File: src/rtl/food_spawner.sv
// rtl/food_spawner.sv - food box placement from a free-running LFSR, with score and speed tracking
module food_spawner #(
   parameter logic [15:0] SEED      = 16'hACE1,
   parameter int          INIT_X    = 600,
   parameter int          INIT_Y    = 450,
   parameter int          X_MIN     = 20,
   parameter int          Y_MIN     = 20,
   parameter int          X_SLOTS   = 153,
   parameter int          Y_SLOTS   = 97,
   parameter int          SEP       = 40,
   parameter int          MAX_TRIES = 64,
   parameter int          FB_X      = 200,
   parameter int          FB_Y      = 150,
   parameter int          LVL1      = 5,
   parameter int          LVL2      = 10
) (
   input  logic       clk,
   input  logic       rst_n,
   input  logic       drive,
   output logic [9:0] box_x,
   output logic [8:0] box_y,
   output logic [7:0] score,
   output logic [1:0] speed_mode,
   output logic       busy,
   output logic       food_new
);

   typedef enum logic {IDLE, GEN} state_t;

   localparam logic [10:0] XMIN_W   = 11'(X_MIN);
   localparam logic [10:0] YMIN_W   = 11'(Y_MIN);
   localparam logic [10:0] XSLOTS_W = 11'(X_SLOTS);
   localparam logic [10:0] YSLOTS_W = 11'(Y_SLOTS);
   localparam logic [10:0] SEP_W    = 11'(SEP);
   localparam logic [7:0]  LAST_TRY = 8'(MAX_TRIES - 1);
   localparam logic [7:0]  LVL1_W   = 8'(LVL1);
   localparam logic [7:0]  LVL2_W   = 8'(LVL2);

   state_t      state;
   logic [15:0] lfsr;
   logic [15:0] lfsr_next;
   logic [7:0]  tries;

   logic [10:0] ix, iy, cx, cy, bx, by, dx, dy;
   logic        slot_ok, near, accept;
   logic [1:0]  speed_next;

   assign lfsr_next = (lfsr >> 1) ^ (lfsr[0] ? 16'hB400 : 16'h0000);

   // Candidate slot drawn straight from the current LFSR state; 5*i as shift-add.
   assign ix = {3'b000, lfsr[7:0]};
   assign iy = {4'b0000, lfsr[15:9]};
   assign cx = XMIN_W + (ix << 2) + ix;
   assign cy = YMIN_W + (iy << 2) + iy;
   assign bx = {1'b0, box_x};
   assign by = {2'b00, box_y};
   assign dx = (cx > bx) ? (cx - bx) : (bx - cx);
   assign dy = (cy > by) ? (cy - by) : (by - cy);

   assign slot_ok = (ix < XSLOTS_W) && (iy < YSLOTS_W);
   assign near    = (dx < SEP_W) && (dy < SEP_W);
   assign accept  = slot_ok && !near;

   assign speed_next = (score < LVL1_W) ? 2'b00 :
                       (score < LVL2_W) ? 2'b01 : 2'b10;

   always_ff @(posedge clk or negedge rst_n) begin
      if (!rst_n) begin
         state      <= IDLE;
         lfsr       <= SEED;
         tries      <= 8'd0;
         box_x      <= 10'(INIT_X);
         box_y      <= 9'(INIT_Y);
         score      <= 8'd0;
         speed_mode <= 2'b00;
         busy       <= 1'b0;
         food_new   <= 1'b0;
      end else begin
         lfsr       <= lfsr_next;
         food_new   <= 1'b0;
         speed_mode <= speed_next;
         case (state)
            IDLE: begin
               if (drive) begin
                  state <= GEN;
                  busy  <= 1'b1;
                  tries <= 8'd0;
                  if (score != 8'hFF) score <= score + 8'd1;
               end
            end
            GEN: begin
               // drive is deliberately ignored here: repeat eaten pulses are dropped
               if (accept) begin
                  box_x    <= cx[9:0];
                  box_y    <= cy[8:0];
                  food_new <= 1'b1;
                  busy     <= 1'b0;
                  state    <= IDLE;
               end else if (tries == LAST_TRY) begin
                  box_x    <= 10'(FB_X);
                  box_y    <= 9'(FB_Y);
                  food_new <= 1'b1;
                  busy     <= 1'b0;
                  state    <= IDLE;
               end else begin
                  tries <= tries + 8'd1;
               end
            end
            default: state <= IDLE;
         endcase
      end
   end

endmodule

File: config.mk
export PLATFORM = sky130hd
export DESIGN_NAME = food_spawner
export DESIGN_NICKNAME = d
export VERILOG_FILES = /design/src/rtl/food_spawner.sv
export SDC_FILE = /design/constraint.sdc
export NUM_CORES = 1
export LEC_CHECK = 0
export CORE_MARGIN = 1.5
export CORE_UTILIZATION = 57
export CTS_BUF_LIST = sky130_fd_sc_hd__clkbuf_4
export DETAILED_ROUTE_END_ITERATION = 10
export GPL_TIMING_DRIVEN = 0
export PLACE_DENSITY = 0.74
export SETUP_SLACK_MARGIN = 0.2
export SYNTH_ARGS = -nofsm -noshare
export SYNTH_HDL_FRONTEND = slang
export SYNTH_SLANG_ARGS = --single-unit
File: constraint.sdc
create_clock -name clk -period 6.5 [get_ports clk]
set_input_delay 1.3 -clock clk [delete_from_list [all_inputs] [get_ports clk]]
set_output_delay 1.3 -clock clk [all_outputs]
set_load 0.01 [all_outputs]
==> flow_summary.toml, run 1 <==
[status]
status = "completed"

[clock_network]
cts_max_level = 2
clkSinkCount = 56
cts_buffers = 5
postCtsSetupBuffers = 0
cts_tree = "done"
clk_pin_slew_ns = 0.16
clkLatencyLatePin_ns = 0.38
postCtsHoldBufs = 0
clock_path_buffers = 2
cts_resized = 0
root_buffer = "clkbuf_4"

[die]
dieArea_um2 = 9340
pin_count = 34
die_h_um = 96.7
rows = 33
initial_core_util = 0.599
core_um2 = 8340
die_w_um = 96.7

[logic_synthesis]
syn-num-nets = 635
netlist_instances = 566
synth_top_area_share = 0.200
async_flop_share = 1.00
synth_edf_count = 0
avgSynthCellArea_um2 = 8.83
yosys_warnings = 0
synth.distinct_cells = 74
ys.flop_type = "dfrtp_1"
synth_area_leaders = "dfrtp_1 20%, ha_1 16%, dfstp_2 8.4%, inv_1 4.8%, a21oi_1 4.6%"
synth_seq_area_share = 0.284
ys_seq_elements = 56
synth_top_area_cell = "dfrtp_1"
synth_area_um2 = 5000

[final_layout]
areaGrowthSynthToFinish_pct = 11.1
num_antenna_cells = 0
drive_above_1_share = 0.115
nFillCells = 716
final_cell_area_um2 = 5550
fin_nets = 676
final_cell_mix = "64 x inv_1, 64 x ha_1, 53 x nand2_1, 46 x a21oi_1, 40 x dfrtp_1"

[detailed_routing]
via_per_inst = 6.22
wl_per_cell_um = 17.4
drt-total-wl_mm = 12.4
ant_nets = 0
dr.first_iter.drc_count = 304
route.detailed.drc = 0
drt_pass1_iterations = 5
vias = 4438

[min_path]
hp-class = "flip-flop to flip-flop"

[placement]
post-dp-hpwl_mm = 9.74
place.gp.congestion = 0.917
placed_cell_area_um2 = 5480
pre_cts_ws_ns = 0.415
portBuffers = 33

[pwr]
p_leak_nw = 2.57
seq_power_share = 0.671
switching_power_uw = 123
ir_drop_v = 0.000123
total_power_uw = 521
clockPowerShare = 0.308
intPower_uw = 398
combPwrFrac = 0.021
power.share.switching = 0.236
p_per_area_nw_per_um2 = 93.9

[timing]
slew_violations = 0
post-route-min-period_ns = 5.85
grt_setup_unrepaired = "false"
slew_headroom = 0.0928
max_freq_mhz = 171
finalSetupViolations = 0
finalCritPeriodShare = 0.900
fin_skew_ns = 0.0133
worst_pin_slew_ns = 1.35
hold_viol = 0
tns_ns = 0
setup_ws_ns = 0.650

[worst_setup_path]
required_ns = 6.77
critical_path_class = "flip-flop to flip-flop"
cp_slowest_cell = "dfstp_2"
path_max_fanout = 10
worstSetupStartpointType = "flip-flop"
worstSetupEndpointType = "flip-flop"
cp.arrival_ns = 6.12
cpPeakStageDelay_ns = 0.58
crit_top_cell = "inv_1"

[grt]
grt_pass1_wl_mm = 20.3
grt_pass1_vias = 4237
grt_antenna_before_repair = 0
gr-total-overflow = 0
grt_max_degree = 36
grtUsageTotal = 0.262

[run]
drv_cap = 0
[worst paths after layout]
check                           startpoint  endpoint  slack [ns]  cells after the start
worst max-delay path               lfsr[0]  box_y[3]        0.65                     28
worst min-delay path               lfsr[8]   lfsr[7]        0.38                      0
worst max register to register     lfsr[0]  box_y[3]        0.65                     28
worst min register to register     lfsr[8]   lfsr[7]        0.38                      0
max in group asynchronous            rst_n  box_y[1]        4.83                      2
min in group asynchronous            rst_n  box_x[2]        0.99                      1
[flip-flops by register name, indices dropped and copies added (netlist names)]
signal	flops
state	1
box_y	9
busy	1
food_new	1
tries	8
score	8
speed_mode	2
box_x	10
lfsr	16
[synth_stat cells (all sizes together), types with 3 or more instances]
cell type and n:
nand3b 3, ha 64, nand2 53, nor3b 4
nor2 26, dfstp 16, and4 3, xor2 10
a221oi 9, mux2i 6, o21ai 19, inv 64
o221ai 12, clkbuf 15, nand2b 3, o2111ai 4
xnor2 16, a21boi 3, nor4 12, dfrtp 40
nor3 6, a211oi 4, and3 10, nand4 19
o21bai 3, a21oi 47, buf 16, nand3 14
o211ai 12, a21o 10
[worst max-delay path, delay by kind of cell (launching register included)]
| family | cells | cell delay, ns |
|---|---|---|
| and+or+nand+nor | 9 | 1.99 |
| buffers and inverters | 8 | 1.14 |
| adders and majority gates | 4 | 1.03 |
| xor gates and xnor gates | 1 | 0.19 |
| AOI/OAI and AO/OA | 6 | 0.82 |
| DFF | 1 | 0.58 |
[per-layer routing]
metal,track usage,wire (um),up-vias
met5,0,0,-
met3,0.0253,527,21
met2,0.421,5750,146
li1,-,-,2138
met1,0.377,5930,2133
met4,0.0769,209,0
[cell families after synthesis]
group	share of synthesized area
multiplexers	0.0165
AO/OA/AOI/OAI	0.235
buffers and inverters	0.0816
AND/OR/NAND/NOR	0.168
flip-flops	0.284
XOR/XNOR	0.0455
adder cells (fa/ha/maj)	0.168
[cell type report]
cell class	instances	area, um^2	area share
multi-input cells	415	3180	0.572
inverters	64	240	0.0433
clock buffers	5	37.5	0.00676
plain buffers	31	169	0.0304
well taps	105	131	0.0237
flip-flops and latches	56	1420	0.256
repair buffers	34	353	0.0635
clock inverters	3	26.3	0.00473
[power groups by stage]
stage	Clock, mW	Combinational, mW	Sequential (mW)
global route	0.180	0.0129	0.350
floorplan	0	0.000411	0.356
finish	0.160	0.0111	0.350
global placement	0	0.00979	0.356
CTS	0.167	0.0116	0.350
detailed placement	0	0.0117	0.356
[through the flow]
stage | utilization | std cells | hold WS [ns]
global placement | 0.655 | 704 | 0.338
detailed placement | 0.658 | 705 | 0.341
CTS | 0.665 | 713 | 0.377
floorplan | - | 566 | 0.333
global route | 0.666 | 713 | 0.380
finish | 0.666 | 713 | 0.377
Power figures use the tool's default switching activity.
==> run 2, diff against run 1 <==
- DONT_BUFFER_PORTS: default -> 1
- PLACE_DENSITY: 0.74 -> 0.69
- REMOVE_ABC_BUFFERS: default -> 1
- SLEW_MARGIN: default -> 30
==> run 2 against run 1 <==
Compared with the run above:
- sequential cell count unchanged
- utilization shrank 5.2 points
- non-clock buffer count is 64 lower
- total power increased by 14%
- final cell count is 9.0% lower
- via count down 7.1%
- sequential share of layout area is 2.2 points higher
- critical path type unchanged
- largest cell class unchanged
- largest power group unchanged
==> flow_summary.toml, run 2 (same netlist as run 1, synthesis figures left out) <==
[worst_setup_path]
path_max_fanout = 22
timing.rr.end = "tries[0]"
required_ns = 6.82
worstReg2RegStart = "lfsr[0]"
critical_path_class = "flip-flop to flip-flop"
endpoint = "tries[0]"
r2r_slack_ns = 0.52
worstSetupEndpointType = "flip-flop"
crit_start = "lfsr[0]"
r2r_cells = 24
cp.arrival_ns = 6.30
worstSetupStartpointType = "flip-flop"

[final_layout]
reg.largest.list = "lfsr x16, box_x x10, box_y x9"
final_cells = 649
top_register = "lfsr"
drive_above_1_share = 0.107
num_antenna_cells = 0
nFillCells = 745
areaGrowthSynthToFinish_pct = 2.40
final_cell_area_um2 = 5120
final_core_util = 0.614
fin_nets = 612
final_cell_mix = "64 x inv_1, 64 x ha_1, 52 x nand2_1, 46 x a21oi_1, 39 x dfrtp_1"
largest_reg_flops = 16

[grt]
grtUsageTotal = 0.258
grt_pass1_wl_mm = 19.8
gr-total-overflow = 0
grt_max_degree = 57
use_met1 = 0.352
grt_pass1_vias = 3987
busiest_layer = "met2"
met2_usage = 0.421
met3_usage = 0.0412
grt_antenna_before_repair = 0

[clock_network]
cts_tree = "done"
clk_pin_slew_ns = 0.17
postCtsSetupBuffers = 0
clkLatencyLatePin_ns = 0.39
cts_max_level = 2
cts_buffers = 5
root_buffer = "clkbuf_4"
clkSinkCount = 56
clock_path_buffers = 2

[die]
pin_count = 34
initial_core_util = 0.599
core_um2 = 8340
rows = 33
die_w_um = 96.7
dieArea_um2 = 9340
die_h_um = 96.7

[min_path]
hold_path_depth = 0
hp-class = "flip-flop to flip-flop"

[detailed_routing]
drt_pass1_iterations = 6
drt-total-wl_mm = 11.9
ant_nets = 0
dr.first_iter.drc_count = 191
via_per_inst = 6.35
vias = 4124
route.detailed.drc = 0
wl_per_cell_um = 18.3

[pwr]
total_power_uw = 593
ir_drop_v = 0.0000743
p_per_area_nw_per_um2 = 116
p_leak_nw = 2.39

[placement]
placed_cell_area_um2 = 5000
portBuffers = 0
post-place-cells = 641
pre_cts_ws_ns = 0.185
post-dp-hpwl_mm = 8.70
place.gp.congestion = 0.913

[timing]
whs_ns = 0.387
setup_ws_ns = 0.520
finalSetupViolations = 0
slew_violations = 0
tns_ns = 0
slew_headroom = 0.401
post-route-min-period_ns = 5.98
grt_setup_unrepaired = "true"
hold_viol = 0
finalCritPeriodShare = 0.920
fin_skew_ns = 0.00942
max_freq_mhz = 167
worst_pin_slew_ns = 0.893

[run]
drv_cap = 0

[status]
status = "completed"
[run 2: area by class of cell]
| type | instances | area, um^2 | area share |
|---|---|---|---|
| clock inverter | 2 | 60.1 | 0.0117 |
| clock buffer | 6 | 45.0 | 0.00880 |
| timing repair buffer | 1 | 20.0 | 0.00391 |
| multi-input combinational | 415 | 3200 | 0.625 |
| sequential | 56 | 1420 | 0.278 |
| tap | 105 | 131 | 0.0257 |
| inverter | 64 | 240 | 0.0469 |
[run 2: worst min path at each step]
stage | startpoint | endpoint
2_1_floorplan | lfsr[8] | lfsr[7]
5_1_grt | lfsr[8] | lfsr[7]
3_3_place_gp | lfsr[8] | lfsr[7]
6_report | lfsr[8] | lfsr[7]
3_5_place_dp | lfsr[8] | lfsr[7]
4_1_cts | lfsr[8] | lfsr[7]
[run 2: critical path, cell delays in order, from the launching register on]
cell and delay [ns]:
dfstp_2 0.68, inv_1 0.09, ha_1 0.18, inv_1 0.05
ha_1 0.17, inv_1 0.06, fa_1 0.40, nor2b_1 0.17
o21ai_0 0.10, nand2b_1 0.11, a21o_1 0.12, a21oi_1 0.07
xor2_1 0.23, inv_1 0.10, ha_1 0.40, and3_1 0.24
nand4_1 0.19, a22oi_1 0.17, and4_1 0.29, nor4_1 0.26
or4b_4 0.52, a2111oi_4 0.38, nand3_4 0.34, a2111o_1 0.51
o211ai_1 0.09
[run 2: power by group]
group	switching, mW	internal (mW)	leakage (nW)
Combinational	0.000141	0.000300	1.63
Clock	0.118	0.124	0.0559
Sequential	0.000478	0.350	0.701
Total	0.119	0.474	2.39
[run 2: routing by layer]
metal,part of all wire,wire [um],vias up
met5,0,0,-
met4,0.019,229,0
met3,0.049,584,17
met2,0.46,5490,114
met1,0.47,5590,1989
li1,-,-,2004
[run 2: what timing repair did]
action | 4_1_cts | 5_1_grt
hold buffers | 0 | 0
setup endpoints to repair | 6 | 29
resized for setup | 2 | 2
endpoints found under the hold margin | 0 | 0
==> run 3, diff against run 2 <==
- PLACE_DENSITY: 0.69 -> 0.72
- clock period: 6.5 -> 5.1 ns (I/O delays scaled with it)
==> run 3 against run 2 <==
Compared with the run above:
- sequential power up 27%
- via count increased by 10%
- register-to-register slack lost 0.40 ns
- die area did not move
- total power increased by 13%
- clock skew rose by 0.0029 ns
- setup slack lost 0.40 ns
- final cell count grew 8.3%
- sequential cell count stayed put
- critical endpoint is now box_y[1]
- largest power group unchanged
==> flow_summary.toml, run 3 (same netlist as run 1, synthesis figures left out) <==
[worst_setup_path]
r2r_cells = 25
cp.arrival_ns = 5.31
path_max_fanout = 7
required_ns = 5.42
worstSetupStartpointType = "flip-flop"
worstSetupEndpointType = "flip-flop"
critical_path_class = "flip-flop to flip-flop"

[grt]
gr-total-overflow = 0
grtUsageTotal = 0.284
grt_max_degree = 57
grt_pass1_vias = 4422
grt_antenna_before_repair = 0
grt_pass1_wl_mm = 21.7

[detailed_routing]
dr_wl_met3_um = 745
ant_nets = 0
drt_pass1_iterations = 5
met2_length_mm = 6.55
wl_per_cell_um = 19.1
drt-total-wl_mm = 13.5
met1_length_mm = 5.82
dr.first_iter.drc_count = 320
routed.top_layer = "met4"
route.detailed.drc = 0
vias = 4538
via_per_inst = 6.46

[status]
status = "completed"

[final_layout]
drive_above_1_share = 0.279
final_cell_mix = "57 x inv_1, 52 x nand2_1, 49 x ha_1, 43 x buf_4, 38 x dfrtp_1"
reg.largest.list = "lfsr x16, box_x x10, box_y x9"
regArea_um2 = 1420
areaGrowthSynthToFinish_pct = 18.7
multiInputGateArea_um2 = 3590
num_antenna_cells = 0
fin_nets = 666
nFillCells = 595
top_register = "lfsr"
final_core_util = 0.711
final_common_cell = "inv_1"
largest_reg_flops = 16

[pwr]
ir_drop_v = 0.000102
p_per_area_nw_per_um2 = 113
p_leak_nw = 2.70
total_power_uw = 668

[timing]
setup_ws_ns = 0.115
max_freq_mhz = 201
fin_skew_ns = 0.0123
whs_ns = 0.281
hold_viol = 0
slew_violations = 0
slew_headroom = 0.399
grt_setup_unrepaired = "true"
worst_pin_slew_ns = 0.896
finalSetupViolations = 0
tns_ns = 0
post-route-min-period_ns = 4.99
finalCritPeriodShare = 0.978

[clock_network]
cts_max_level = 2
cts_buffers = 5
clkSinkCount = 56
root_buffer = "clkbuf_4"
clkLatencyLatePin_ns = 0.40
cts_tree = "done"
clk_pin_slew_ns = 0.18
clock_path_buffers = 2

[die]
rows = 33
pin_count = 34
die_w_um = 96.7
core_um2 = 8340
dieArea_um2 = 9340
die_h_um = 96.7
initial_core_util = 0.599

[placement]
post-dp-hpwl_mm = 8.57
portBuffers = 0
pre_cts_ws_ns = -1.18
place.gp.congestion = 0.957

[run]
drv_cap = 0

[min_path]
hp-class = "input pin to async pin"
-- run 3: cell types whose count changed in the layout (fill, tap and decap cells not counted), sizes merged --
cell and delta:
buf +52, bufinv -2, inv +2, nand3 +2
-- run 3: layer usage --
metal  up-vias  global-route usage
met2       165               0.466
met5         -                   0
met4         0               0.115
met3        32              0.0549
met1      2230               0.368
li1       2111                   -
-- run 3: timing repair --
action                                  in CTS  in global routing
hold buffers                                 0                  0
endpoints found under the setup margin      30                 30
resized for setup                           60                 22
buffers inserted                            38                 14
cloned                                       2                  0
pin swaps                                   35                 28
-- run 3: final timing paths --
check | startpoint | to | slack (ns)
min | rst_n | box_x[2] | 0.28
max in group asynchronous | rst_n | lfsr[5] | 4.62
max | lfsr[0] | box_y[1] | 0.11
min in group clk | lfsr[8] | lfsr[7] | 0.38
max reg2reg | lfsr[0] | box_y[1] | 0.11
min reg2reg | lfsr[8] | lfsr[7] | 0.38
-- run 3: stage by stage --
step | instance area [um^2] | cells
finish | 5930 | 703
global route | 5930 | 703
floorplan | 4830 | 535
global placement | 4960 | 640
CTS | 5700 | 689
detailed placement | 5000 | 641
-- run 3: power by group --
group	switching [mW]	internal [mW]	leakage, nW	total, mW
registers	0.000598	0.446	0.699	0.446
clock network	0.157	0.0635	0.0367	0.221
logic	0.000196	0.000382	1.97	0.000580
-- run 3: cell type report --
cell class,count,area share
repair buffers,53,0.0820
multi-input cells,417,0.604
inverters,64,0.0409
flip-flops and latches,56,0.240
clock inverters,2,0.00295
clock buffers,6,0.00759
well taps,105,0.0221
-- run 3: worst max-delay path, stage by stage, from the launching register on --
cell,delay (ns)
dfstp_2,0.58
inv_2,0.05
ha_4,0.15
inv_2,0.05
ha_4,0.12
inv_2,0.04
fa_2,0.35
nor2b_1,0.11
o21ai_1,0.07
nand2b_1,0.11
buf_4,0.12
xnor2_1,0.16
inv_1,0.11
ha_2,0.41
and3_4,0.20
nand4_1,0.18
a22oi_2,0.28
mux2i_1,0.12
o21a_1,0.23
a211o_1,0.27
a2111oi_4,0.31
buf_4,0.19
and3_4,0.29
buf_12,0.14
nor4_2,0.03
a221oi_1,0.24
